[config.mk]
export PLATFORM = sky130hd
export DESIGN_NAME = id_scoreboard_ctrl_flat
export DESIGN_NICKNAME = d
export VERILOG_FILES = /design/src/rtl/id_scoreboard_ctrl_pkg.sv /design/src/rtl/id_scoreboard_ctrl_if.sv /design/src/rtl/id_scoreboard_ctrl_sb_counter_bank.sv /design/src/rtl/id_scoreboard_ctrl.sv /design/src/flat_wrapper.sv
export SDC_FILE = /design/constraint.sdc
export NUM_CORES = 1
export LEC_CHECK = 0
export CAP_MARGIN = 10
export CELL_PAD_IN_SITES_DETAIL_PLACEMENT = 1
export CELL_PAD_IN_SITES_GLOBAL_PLACEMENT = 2
export CORE_ASPECT_RATIO = 1.4
export CORE_UTILIZATION = 32
export DETAILED_ROUTE_END_ITERATION = 10
export PLACE_DENSITY = 0.89
export REMOVE_ABC_BUFFERS = 1
export SLEW_MARGIN = 20
export SYNTH_ARGS = -nofsm -noshare
export SYNTH_HDL_FRONTEND = slang
export SYNTH_SLANG_ARGS = --single-unit
export TNS_END_PERCENT = 30
[constraint.sdc]
create_clock -name p_clk -period 3.05 [get_ports p_clk]
set_input_delay 0.305 -clock p_clk [delete_from_list [all_inputs] [get_ports p_clk]]
set_output_delay 0.305 -clock p_clk [all_outputs]
set_load 0.005 [all_outputs]
[src/rtl/id_scoreboard_ctrl_pkg.sv]
// Shared defaults and state encodings for the decode-stage scoreboard/interlock.
package id_scoreboard_ctrl_pkg;

    localparam int DEF_ADDR_W   = 5;
    localparam int DEF_NREGS    = 32;
    localparam int DEF_CNT_W    = 2;
    localparam int DEF_LONG_LAT = 8;

    typedef enum logic {
        ST_IDLE = 1'b0,
        ST_BUSY = 1'b1
    } long_state_e;

endpackage

[src/rtl/id_scoreboard_ctrl_if.sv]
// Decode-side and writeback-side signals seen by the scoreboard controller.
interface id_scoreboard_ctrl_if
    import id_scoreboard_ctrl_pkg::*;
#(
    parameter int ADDR_W = DEF_ADDR_W,
    parameter int NREGS  = DEF_NREGS
) ();

    logic              p_ID_Valid;
    logic              p_ID_Flush;
    logic [ADDR_W-1:0] p_ID_SrcA;
    logic              p_ID_SrcA_Used;
    logic [ADDR_W-1:0] p_ID_SrcB;
    logic              p_ID_SrcB_Used;
    logic [ADDR_W-1:0] p_ID_Dest;
    logic              p_ID_Dest_We;
    logic              p_ID_IsLong;
    logic [ADDR_W-1:0] p_WB_Addr;
    logic              p_WB_WE;

    logic              p_Stall;
    logic              p_Issue;
    logic              p_Long_Busy;
    logic              p_Long_Done;
    logic [NREGS-1:0]  p_Pending;
    logic              p_Err;

    // Decode/writeback side: drives instruction fields, observes interlock.
    modport master (
        output p_ID_Valid, p_ID_Flush, p_ID_SrcA, p_ID_SrcA_Used,
               p_ID_SrcB, p_ID_SrcB_Used, p_ID_Dest, p_ID_Dest_We,
               p_ID_IsLong, p_WB_Addr, p_WB_WE,
        input  p_Stall, p_Issue, p_Long_Busy, p_Long_Done, p_Pending, p_Err
    );

    // Scoreboard controller side.
    modport slave (
        input  p_ID_Valid, p_ID_Flush, p_ID_SrcA, p_ID_SrcA_Used,
               p_ID_SrcB, p_ID_SrcB_Used, p_ID_Dest, p_ID_Dest_We,
               p_ID_IsLong, p_WB_Addr, p_WB_WE,
        output p_Stall, p_Issue, p_Long_Busy, p_Long_Done, p_Pending, p_Err
    );

endinterface

[src/rtl/id_scoreboard_ctrl_sb_counter_bank.sv]
// Bank of per-register saturating pending-write counters. Register 0 is never
// counted; a decrement of a zero counter raises a sticky error flag.
module sb_counter_bank
    import id_scoreboard_ctrl_pkg::*;
#(
    parameter int ADDR_W = DEF_ADDR_W,
    parameter int NREGS  = DEF_NREGS,
    parameter int CNT_W  = DEF_CNT_W
) (
    input  logic              clk,
    input  logic              reset,
    input  logic              inc_en,
    input  logic [ADDR_W-1:0] inc_addr,
    input  logic              dec_en,
    input  logic [ADDR_W-1:0] dec_addr,
    output logic [NREGS-1:0]  nonzero,
    output logic [NREGS-1:0]  full,
    output logic              underflow_err
);

    logic [CNT_W-1:0] cnt_q [NREGS];
    logic [NREGS-1:0] inc_vec;
    logic [NREGS-1:0] dec_vec;

    // Decode increment/decrement addresses into one-hot vectors, skipping r0.
    always_comb begin
        inc_vec = '0;
        dec_vec = '0;
        for (int unsigned i = 1; i < NREGS; i++) begin
            inc_vec[i] = inc_en && (inc_addr == ADDR_W'(i));
            dec_vec[i] = dec_en && (dec_addr == ADDR_W'(i));
        end
    end

    // Counter update; simultaneous inc and dec of one register cancel out.
    always_ff @(posedge clk) begin
        if (reset) begin
            for (int unsigned i = 0; i < NREGS; i++) cnt_q[i] <= '0;
        end else begin
            for (int unsigned i = 0; i < NREGS; i++) begin
                if (inc_vec[i] && !dec_vec[i] && !(&cnt_q[i]))
                    cnt_q[i] <= cnt_q[i] + CNT_W'(1);
                else if (dec_vec[i] && !inc_vec[i] && (|cnt_q[i]))
                    cnt_q[i] <= cnt_q[i] - CNT_W'(1);
            end
        end
    end

    // Sticky flag for a writeback to a register with no counted write.
    always_ff @(posedge clk) begin
        if (reset)
            underflow_err <= 1'b0;
        else if (dec_en && (dec_addr != '0) && !nonzero[dec_addr])
            underflow_err <= 1'b1;
    end

    // Nonzero and saturated bitmaps straight off the counter registers.
    always_comb begin
        nonzero = '0;
        full    = '0;
        for (int unsigned i = 0; i < NREGS; i++) begin
            nonzero[i] = |cnt_q[i];
            full[i]    = &cnt_q[i];
        end
    end

endmodule

[src/rtl/id_scoreboard_ctrl.sv]
// Decode-stage issue/interlock controller: RAW and saturation hazards against
// the register scoreboard, plus structural interlock on the long-latency unit.
module id_scoreboard_ctrl
    import id_scoreboard_ctrl_pkg::*;
#(
    parameter int ADDR_W   = DEF_ADDR_W,
    parameter int NREGS    = DEF_NREGS,
    parameter int CNT_W    = DEF_CNT_W,
    parameter int LONG_LAT = DEF_LONG_LAT
) (
    input  logic                 p_clk,
    input  logic                 p_reset,
    id_scoreboard_ctrl_if.slave  bus
);

    localparam int LCNT_W = $clog2(LONG_LAT);
    localparam logic [LCNT_W-1:0] LONG_LOAD = LCNT_W'(LONG_LAT - 1);

    logic [NREGS-1:0]  pending;
    logic [NREGS-1:0]  full;
    logic              err;
    logic              raw_a;
    logic              raw_b;
    logic              sat;
    logic              strct;
    logic              stall;
    logic              issue;
    logic              inc_en;
    logic              dec_en;

    long_state_e       state_q;
    long_state_e       state_d;
    logic [LCNT_W-1:0] lcnt_q;
    logic [LCNT_W-1:0] lcnt_d;
    logic              long_busy;
    logic              long_done;

    sb_counter_bank #(
        .ADDR_W (ADDR_W),
        .NREGS  (NREGS),
        .CNT_W  (CNT_W)
    ) u_bank (
        .clk           (p_clk),
        .reset         (p_reset),
        .inc_en        (inc_en),
        .inc_addr      (bus.p_ID_Dest),
        .dec_en        (dec_en),
        .dec_addr      (bus.p_WB_Addr),
        .nonzero       (pending),
        .full          (full),
        .underflow_err (err)
    );

    // Hazard detection and issue decision; no writeback bypass.
    always_comb begin
        raw_a  = bus.p_ID_SrcA_Used && (bus.p_ID_SrcA != '0) && pending[bus.p_ID_SrcA];
        raw_b  = bus.p_ID_SrcB_Used && (bus.p_ID_SrcB != '0) && pending[bus.p_ID_SrcB];
        sat    = bus.p_ID_Dest_We && (bus.p_ID_Dest != '0) && full[bus.p_ID_Dest];
        strct  = bus.p_ID_IsLong && long_busy && !long_done;
        stall  = bus.p_ID_Valid && !bus.p_ID_Flush && (raw_a || raw_b || sat || strct);
        issue  = bus.p_ID_Valid && !bus.p_ID_Flush && !stall;
        inc_en = issue && bus.p_ID_Dest_We && (bus.p_ID_Dest != '0);
        dec_en = bus.p_WB_WE && (bus.p_WB_Addr != '0);
    end

    // Long-unit state and occupancy down-counter.
    always_ff @(posedge p_clk) begin
        if (p_reset) begin
            state_q <= ST_IDLE;
            lcnt_q  <= '0;
        end else begin
            state_q <= state_d;
            lcnt_q  <= lcnt_d;
        end
    end

    // Long-unit next state; a new long op may start on the final busy cycle.
    always_comb begin
        state_d = state_q;
        lcnt_d  = lcnt_q;
        case (state_q)
            ST_IDLE: begin
                if (issue && bus.p_ID_IsLong) begin
                    state_d = ST_BUSY;
                    lcnt_d  = LONG_LOAD;
                end
            end
            ST_BUSY: begin
                if (lcnt_q != '0)
                    lcnt_d = lcnt_q - LCNT_W'(1);
                else if (issue && bus.p_ID_IsLong)
                    lcnt_d = LONG_LOAD;
                else
                    state_d = ST_IDLE;
            end
            default: state_d = ST_IDLE;
        endcase
    end

    // Long-unit status outputs decoded from state.
    always_comb begin
        long_busy = (state_q == ST_BUSY);
        long_done = long_busy && (lcnt_q == '0);
    end

    // Drive the interface outputs.
    always_comb begin
        bus.p_Stall     = stall;
        bus.p_Issue     = issue;
        bus.p_Long_Busy = long_busy;
        bus.p_Long_Done = long_done;
        bus.p_Pending   = pending;
        bus.p_Err       = err;
    end

endmodule
[src/flat_wrapper.sv]
// flat-port wrapper written by rule: the top's interface ports become plain ports
module id_scoreboard_ctrl_flat import id_scoreboard_ctrl_pkg::*;
#(
    parameter int ADDR_W   = DEF_ADDR_W,
    parameter int NREGS    = DEF_NREGS,
    parameter int CNT_W    = DEF_CNT_W,
    parameter int LONG_LAT = DEF_LONG_LAT
)
  (p_clk, p_reset, bus_p_ID_Valid, bus_p_ID_Flush, bus_p_ID_SrcA, bus_p_ID_SrcA_Used, bus_p_ID_SrcB, bus_p_ID_SrcB_Used, bus_p_ID_Dest, bus_p_ID_Dest_We, bus_p_ID_IsLong, bus_p_WB_Addr, bus_p_WB_WE, bus_p_Stall, bus_p_Issue, bus_p_Long_Busy, bus_p_Long_Done, bus_p_Pending, bus_p_Err);
  id_scoreboard_ctrl_if #(.ADDR_W(ADDR_W), .NREGS(NREGS)) bus_i ();
  input  logic p_clk;
  input  logic p_reset;
  input wire logic [$bits(bus_i.p_ID_Valid)-1:0] bus_p_ID_Valid;
  input wire logic [$bits(bus_i.p_ID_Flush)-1:0] bus_p_ID_Flush;
  input wire logic [$bits(bus_i.p_ID_SrcA)-1:0] bus_p_ID_SrcA;
  input wire logic [$bits(bus_i.p_ID_SrcA_Used)-1:0] bus_p_ID_SrcA_Used;
  input wire logic [$bits(bus_i.p_ID_SrcB)-1:0] bus_p_ID_SrcB;
  input wire logic [$bits(bus_i.p_ID_SrcB_Used)-1:0] bus_p_ID_SrcB_Used;
  input wire logic [$bits(bus_i.p_ID_Dest)-1:0] bus_p_ID_Dest;
  input wire logic [$bits(bus_i.p_ID_Dest_We)-1:0] bus_p_ID_Dest_We;
  input wire logic [$bits(bus_i.p_ID_IsLong)-1:0] bus_p_ID_IsLong;
  input wire logic [$bits(bus_i.p_WB_Addr)-1:0] bus_p_WB_Addr;
  input wire logic [$bits(bus_i.p_WB_WE)-1:0] bus_p_WB_WE;
  output wire logic [$bits(bus_i.p_Stall)-1:0] bus_p_Stall;
  output wire logic [$bits(bus_i.p_Issue)-1:0] bus_p_Issue;
  output wire logic [$bits(bus_i.p_Long_Busy)-1:0] bus_p_Long_Busy;
  output wire logic [$bits(bus_i.p_Long_Done)-1:0] bus_p_Long_Done;
  output wire logic [$bits(bus_i.p_Pending)-1:0] bus_p_Pending;
  output wire logic [$bits(bus_i.p_Err)-1:0] bus_p_Err;
  assign bus_i.p_ID_Valid = bus_p_ID_Valid;
  assign bus_i.p_ID_Flush = bus_p_ID_Flush;
  assign bus_i.p_ID_SrcA = bus_p_ID_SrcA;
  assign bus_i.p_ID_SrcA_Used = bus_p_ID_SrcA_Used;
  assign bus_i.p_ID_SrcB = bus_p_ID_SrcB;
  assign bus_i.p_ID_SrcB_Used = bus_p_ID_SrcB_Used;
  assign bus_i.p_ID_Dest = bus_p_ID_Dest;
  assign bus_i.p_ID_Dest_We = bus_p_ID_Dest_We;
  assign bus_i.p_ID_IsLong = bus_p_ID_IsLong;
  assign bus_i.p_WB_Addr = bus_p_WB_Addr;
  assign bus_i.p_WB_WE = bus_p_WB_WE;
  assign bus_p_Stall = bus_i.p_Stall;
  assign bus_p_Issue = bus_i.p_Issue;
  assign bus_p_Long_Busy = bus_i.p_Long_Busy;
  assign bus_p_Long_Done = bus_i.p_Long_Done;
  assign bus_p_Pending = bus_i.p_Pending;
  assign bus_p_Err = bus_i.p_Err;
  id_scoreboard_ctrl #(.ADDR_W(ADDR_W), .NREGS(NREGS), .CNT_W(CNT_W), .LONG_LAT(LONG_LAT)) u_core (.p_clk(p_clk), .p_reset(p_reset), .bus(bus_i));
endmodule
# Yosys cells after proc, flatten, opt, wreduce, memory -nomap -nowiden
# Memory sizes are Yosys's and may differ from the RTL's.
# Cells that the tools add are included.
[totals] wordCells=865 inputBits=29 ramBits=64 output_inout_bits=37 regBits=5 n_memories=1
[mem_list] name="u_core.u_bank.cnt_q" words=32 width=2 read_ports=32 rd_ports_with_merged_regs=0 write_ports=32 line_no="id_scoreboard_ctrl_sb_counter_bank.sv:21" text="logic [CNT_W-1:0] cnt_q [NREGS];"
[op_classes] n_mux=295 magnitude_cmp=4 reduce_logical=374 n_bitwise=63 n_eq_ne=62 add_sub_neg=63
[ops] operator="$mux 1" count=225
[ops] operator="$logic_and 1x1->1" count=204
[ops] operator="$eq 5x5->1 const B" count=32
[ops] operator="$mux 2" count=62
[ops] operator="$logic_not 1->1" count=97
[ops] operator="$eq 5x4->1 const B" count=16
[ops] operator="$reduce_and 2->1" count=32
[ops] operator="$reduce_or 2->1" count=32
[ops] operator="$add 2x1->2 const B" count=31
[ops] operator="$or 1x1->1" count=62
[ops] operator="$sub 2x1->2 const B" count=31
[ops] operator="$eq 5x3->1 const B" count=8
[ops] operator="$lt 5x6->1 const B" count=4
[ops] operator="$bmux 1 s5" count=4
[ops] operator="$eq 5x2->1 const B" count=4
[ops] operator="$reduce_bool 5->1" count=4
[ops] operator="$eq 5x1->1 const B" count=2
[ops] operator="$mux 3" count=2
[ops] operator="$pmux 3 s2" count=1
[ops] operator="$logic_not 3->1" count=1
[ops] operator="$logic_or 1x1->1" count=3
[ops] operator="$reduce_bool 3->1" count=1
[ops] operator="$sub 3x1->3 const B" count=1
[ops] operator="$pmux 1 s2" count=1
[ops] operator="$not 1->1" count=1

# Logic depth before layout (Yosys ltp)
# An unclocked memory read counts as a cell.
[logic_depth] depth_word=22 mapped_depth=12 mapped_depth_nobuf=10

# Modules after synthesis
# Synthesis repeated with hierarchy kept, for this count alone.
[unflattened] cells_unflattened=625 area_unflattened_um2=5863.1
[modules_own_cells] module="sb_counter_bank" seq_area_each_um2=1881.8 cells_each=515 area_each_um2=4659.5 n_inst=1
[modules_own_cells] module="id_scoreboard_ctrl" seq_area_each_um2=80.1 cells_each=110 area_each_um2=1203.7 n_inst=1

# Worst setup path after synthesis
# OpenSTA, ideal clock, no wires.
[synth_path] path_type="register to register" start="memory u_core.u_bank.cnt_q[0][30] (netlist bit)" end="memory u_core.u_bank.cnt_q[0][26] (netlist bit) (enable)" n_path_buf=3 setup_time_ps=326 t_required_ps=2724 stages_incl_launch_ff=11 t_arrival_ps=2644 path_slack_ps=80 period_less_slack_ps=2970 path_cell_list="edfxtp_1 > nor2_1 > a21oi_1 > mux4_2 > a32oi_1 > nand4_4 > or3_1 > buf_6 > buf_6 > clkbuf_1 > o221ai_1"
[synth_rtl] element="from (decl)" line_no="id_scoreboard_ctrl_sb_counter_bank.sv:21"

==> parameters.txt <==
Parameter                              Value

Logic synthesis
  EDFF count, synth    62
  Sequential share of the synthesized area    29.93%
  Proportion of register bits with asynchronous set or reset after synthesis    0%
  Count of yosys warnings during synthesis    0
  Post-synthesis sequential element count    67
  Netlist area before placement    6555 um2
  Primary flip-flop cell chosen by synthesis mapping    edfxtp_1
  Post-Synthesis Cells    790
  Distinct cell type count of the synthesized netlist    roughly 80
  Mean Syn Cell Area    8.298 um2

Timing
  Unrepaired setup endpoints after global routing    true
  Total of endpoints with negative setup slack in the final report    112
  Minimum clock period after layout    3.551 ns
  Worst rel slew slack    36.67%
  Maximum clock rate    0.2816 GHz
  Max Slew Vio Count    0
  Setup Total Neg Slack    -35.95 ns
  Pin slew with the least headroom to its limit    0.9499 ns
  Final Hold Fails    0
  Post-route setup slack    -0.5014 ns
  Final-layout worst hold slack    around 0.35 ns
  Max Clock Skew    0.008445 ns
  Part of the cycle the worst path needs    116.4%

Cells and area
  # fillers    2302
  Fin area    10150 um2
  Area growth from synthesis to layout    54.80%
  Proportion of layout cells with a drive suffix above 1    36.82%
  Post-route insts no fill    1284
  Antenna diode count    0
  Final-stage net count    1060

Clock tree
  CTS hold repair buffers    0
  Root buffer cell    clkbuf_16
  Later-pin clock latency in the skew report    0.36 ns
  Clock H-tree levels    3
  Number of clock sinks seen by CTS    67
  CTS tree    yes
  Maximum number of buffers from clock root to sink    2
  Clock-pin slew on the worst setup and hold paths    0.06 ns
  Clock buffer count from CTS    9

Worst setup path
  Critical Path Stages    13
  Master of the slowest instance on the critical path    nor4_2
  Ordered cell list for the critical path    clkdlybuf4s50_1, nand2_1, buf_4, nor4_2, nor4_4, nand4_4, buf_6, buf_4, nor3_4, buf_6, buf_6, a2111o_1, o211ai_1
  Type of the setup path with the least slack    input pin to flip-flop
  Worst reg-to-reg path cell count    13
  CP max FO    4
  Capturing element of the worst setup path    u_core.u_bank.cnt_q[0][30]
  CP startpoint kind    input pin
  WP data arrival    3.59 ns
  Worst path required time    3.09 ns
  Most common cell type on the critical path    buf_6
  Worst setup startpoint    bus_p_ID_SrcB_Used
  Buf+Inv Stages, Crit Path    6
  Startpoint of the worst-slack reg-to-reg timing path    u_core.u_bank.cnt_q[0][7]
  Capturing element type of the critical path    flip-flop
  Register-to-register setup slack    -0.50 ns
  Highest cell delay on the worst timing path    0.71 ns
  Dominant delay contributor by cell family on the critical path    buffers and inverters
  R2r endpoint    u_core.u_bank.cnt_q[1][31]

Routing
  Number of iterations in the first detailed-routing pass    6
  Final antenna-violating net count    0
  Routed via count divided by cell count    6.942
  Post-DR wirelength/cell    31.26 um
  Overall routed net length    between 40000 and 50000 um
  Detailed-route DRC error count    0
  Total via count after detailed routing    8914
  Number of DRC violations after detailed-routing iteration 0    1146

GRT
  Number of antenna violations at the first check in global routing    1
  Maximum number of pins on one net before global-route repair    62
  First-pass GRT wire length    51480 um
  Total routing resource utilization after global routing    33.34%
  Grt total ovfl    0
  Number of global-route vias before repair    8727

Die
  Rows    61
  Die ar.    21070 um2
  Initial core utilization    32.78%
  Height of the die    roughly 170 um
  Die X-Extent    123.0 um
  Core Region    20000 um2
  Top Ports    66

Placed design
  Placement-stage cell area    8561 um2
  HPWL Detailed    about 22000 um
  Total instance count after detailed placement    1217
  GPL Wtd Cong    around 0.95
  Count of input and output buffers    64

Worst hold path
  Class of the most critical hold timing path    input pin to flip-flop

Pwr
  Overall Power    3.327 mW
  Ratio of total power to cell area    327.9 nW/um2
  Leak pwr    3.808 nW
  Peak supply drop    between 0.0002 and 0.0003 V

Run status
  Violations in the final reports    negative setup slack
  Result of the run    complete, but fails checks

Job
  Max_cap viols    0
## metal layers
metal	global-route usage (%)	vias to the layer above	share of wire [%]
li1	-	3543	-
met1	35.18	4270	33
met2	55.23	776	46
met3	9.118	323	11
met4	26.88	2	9.8
met5	0	-	0.032
## logic make-up after synthesis
logic type,after synthesis,share of synthesized area (%)
AO/OA/AOI/OAI,217,24.30
XOR/XNOR,3,0.4009
adder cells (fa/ha/maj),4,0.7635
AND/OR/NAND/NOR,374,31.80
buffers and inverters,104,7.463
other,1,0.05721
multiplexers,20,5.287
flip-flops,67,29.93
## power breakdown
| part | internal (mW) | leakage [nW] | switching, mW |
|---|---|---|---|
| Sequential | 1.06 | 0.678 | 0.0608 |
| Clock | 0.633 | 0.138 | 0.456 |
| Combinational | 0.487 | 2.99 | 0.630 |
| Total | 2.18 | 3.81 | 1.15 |
## worst min-delay path by stage
stage                                     end              from  cells after the start  slack [ns]
floorplan              u_core.bus.p_Long_Busy           p_reset                      1        0.37
global placement             u_core.lcnt_q[0]  u_core.lcnt_q[0]                      2        0.51
detailed placement           u_core.lcnt_q[0]  u_core.lcnt_q[0]                      2        0.52
CTS                 u_core.u_bank.cnt_q[1][6]           p_reset                      2        0.35
global route        u_core.u_bank.cnt_q[1][6]           p_reset                      2        0.38
finish              u_core.u_bank.cnt_q[1][6]           p_reset                      2        0.35
## flip-flops by register name, summed over array words and instances, names as in the netlist
name,cells
u_core.lcnt_q,3
u_core.bus.p_Long_Busy,1
u_core.u_bank.cnt_q,62
u_core.u_bank.underflow_err,1
## Yosys cell counts, drive strengths merged, types with 3 or more instances
library cell / count / area share [%]
a2111o: 3 / 0.52
o41ai: 12 / 1.6
ha: 4 / 0.76
inv: 44 / 2.5
or4: 16 / 1.8
nand3b: 3 / 0.34
a31oi: 21 / 2.0
or2: 4 / 0.38
mux2i: 8 / 1.2
a211oi: 20 / 2.3
nor3: 29 / 2.5
buf: 30 / 3.2
nor4: 9 / 1.5
nor4bb: 3 / 0.46
nor2: 73 / 4.3
mux4: 11 / 3.9
or3: 11 / 1.0
a311o: 11 / 1.7
a211o: 16 / 2.1
o21ai: 26 / 2.0
nor3b: 31 / 3.6
nand2: 86 / 5.0
edfxtp: 62 / 28
nor2b: 9 / 0.86
nand4: 9 / 1.1
a2111oi: 4 / 0.53
a221oi: 6 / 0.99
nor4b: 5 / 1.2
dfxtp: 5 / 1.5
nand2b: 12 / 1.1
clkbuf: 30 / 1.7
o211ai: 28 / 3.2
nand3: 56 / 4.3
o2111ai: 9 / 1.3
a21oi: 33 / 2.5
a21o: 4 / 0.46
o31ai: 4 / 0.46
and2: 5 / 0.48
and3: 4 / 0.38
## worst register-to-register path, cell delays in order, from the launching register on
cell       delay [ns]
edfxtp_1         0.41
buf_4            0.20
or3b_4           0.46
o211ai_1         0.15
a31oi_1          0.16
o21ai_2          0.18
a221oi_2         0.11
buf_4            0.17
buf_6            0.14
nor4_4           0.54
clkbuf_16        0.33
buf_8            0.14
nand4_1          0.15
nand3_2          0.14
## layout by cell type, fill, tap and decap left out, types with 11 or more instances in the layout
cell / netlist / layout
buf_4: 2 / 179
nand2_1: 85 / 83
edfxtp_1: 62 / 62
nor2_1: 71 / 58
clkdlybuf4s50_1: 0 / 51
inv_1: 43 / 41
nand3_1: 56 / 41
nor3b_1: 31 / 30
o211ai_1: 28 / 28
a21oi_1: 33 / 26
o21ai_0: 26 / 22
buf_6: 10 / 20
a31oi_1: 21 / 18
nor3_1: 25 / 18
a211o_1: 16 / 16
nand3_2: 0 / 14
clkbuf_16: 0 / 13
o41ai_1: 12 / 12
nand2b_1: 12 / 11
a311o_1: 11 / 11
a211oi_2: 0 / 11
## final cells by class
type	count	area, um2	area share, %
clock buffers	13	240.2	2.367
flip-flops and latches	67	1962	19.33
inverters	44	165.2	1.628
clock inverters	3	40.04	0.3946
multi-input cells	619	4735	46.66
well taps	252	315.3	3.107
repair buffers	286	2690	26.51
## metrics by stage
stage | setup WS [ns] | utilization (%)
floorplan | -1.082 | -
global placement | -0.6287 | 42.81
detailed placement | -0.6817 | 42.81
CTS | -0.04563 | 47.35
global route | -0.5279 | 50.74
finish | -0.5014 | 50.74
## timing repair
| item | 4_1_cts | 5_1_grt |
|---|---|---|
| resized for setup | 82 | 108 |
| cloned | 5 | 3 |
| setup endpoints to repair | 112 | 112 |
| pin swaps | 26 | 49 |
| buffers inserted | 26 | 19 |
Power figures use the tool's default switching activity.
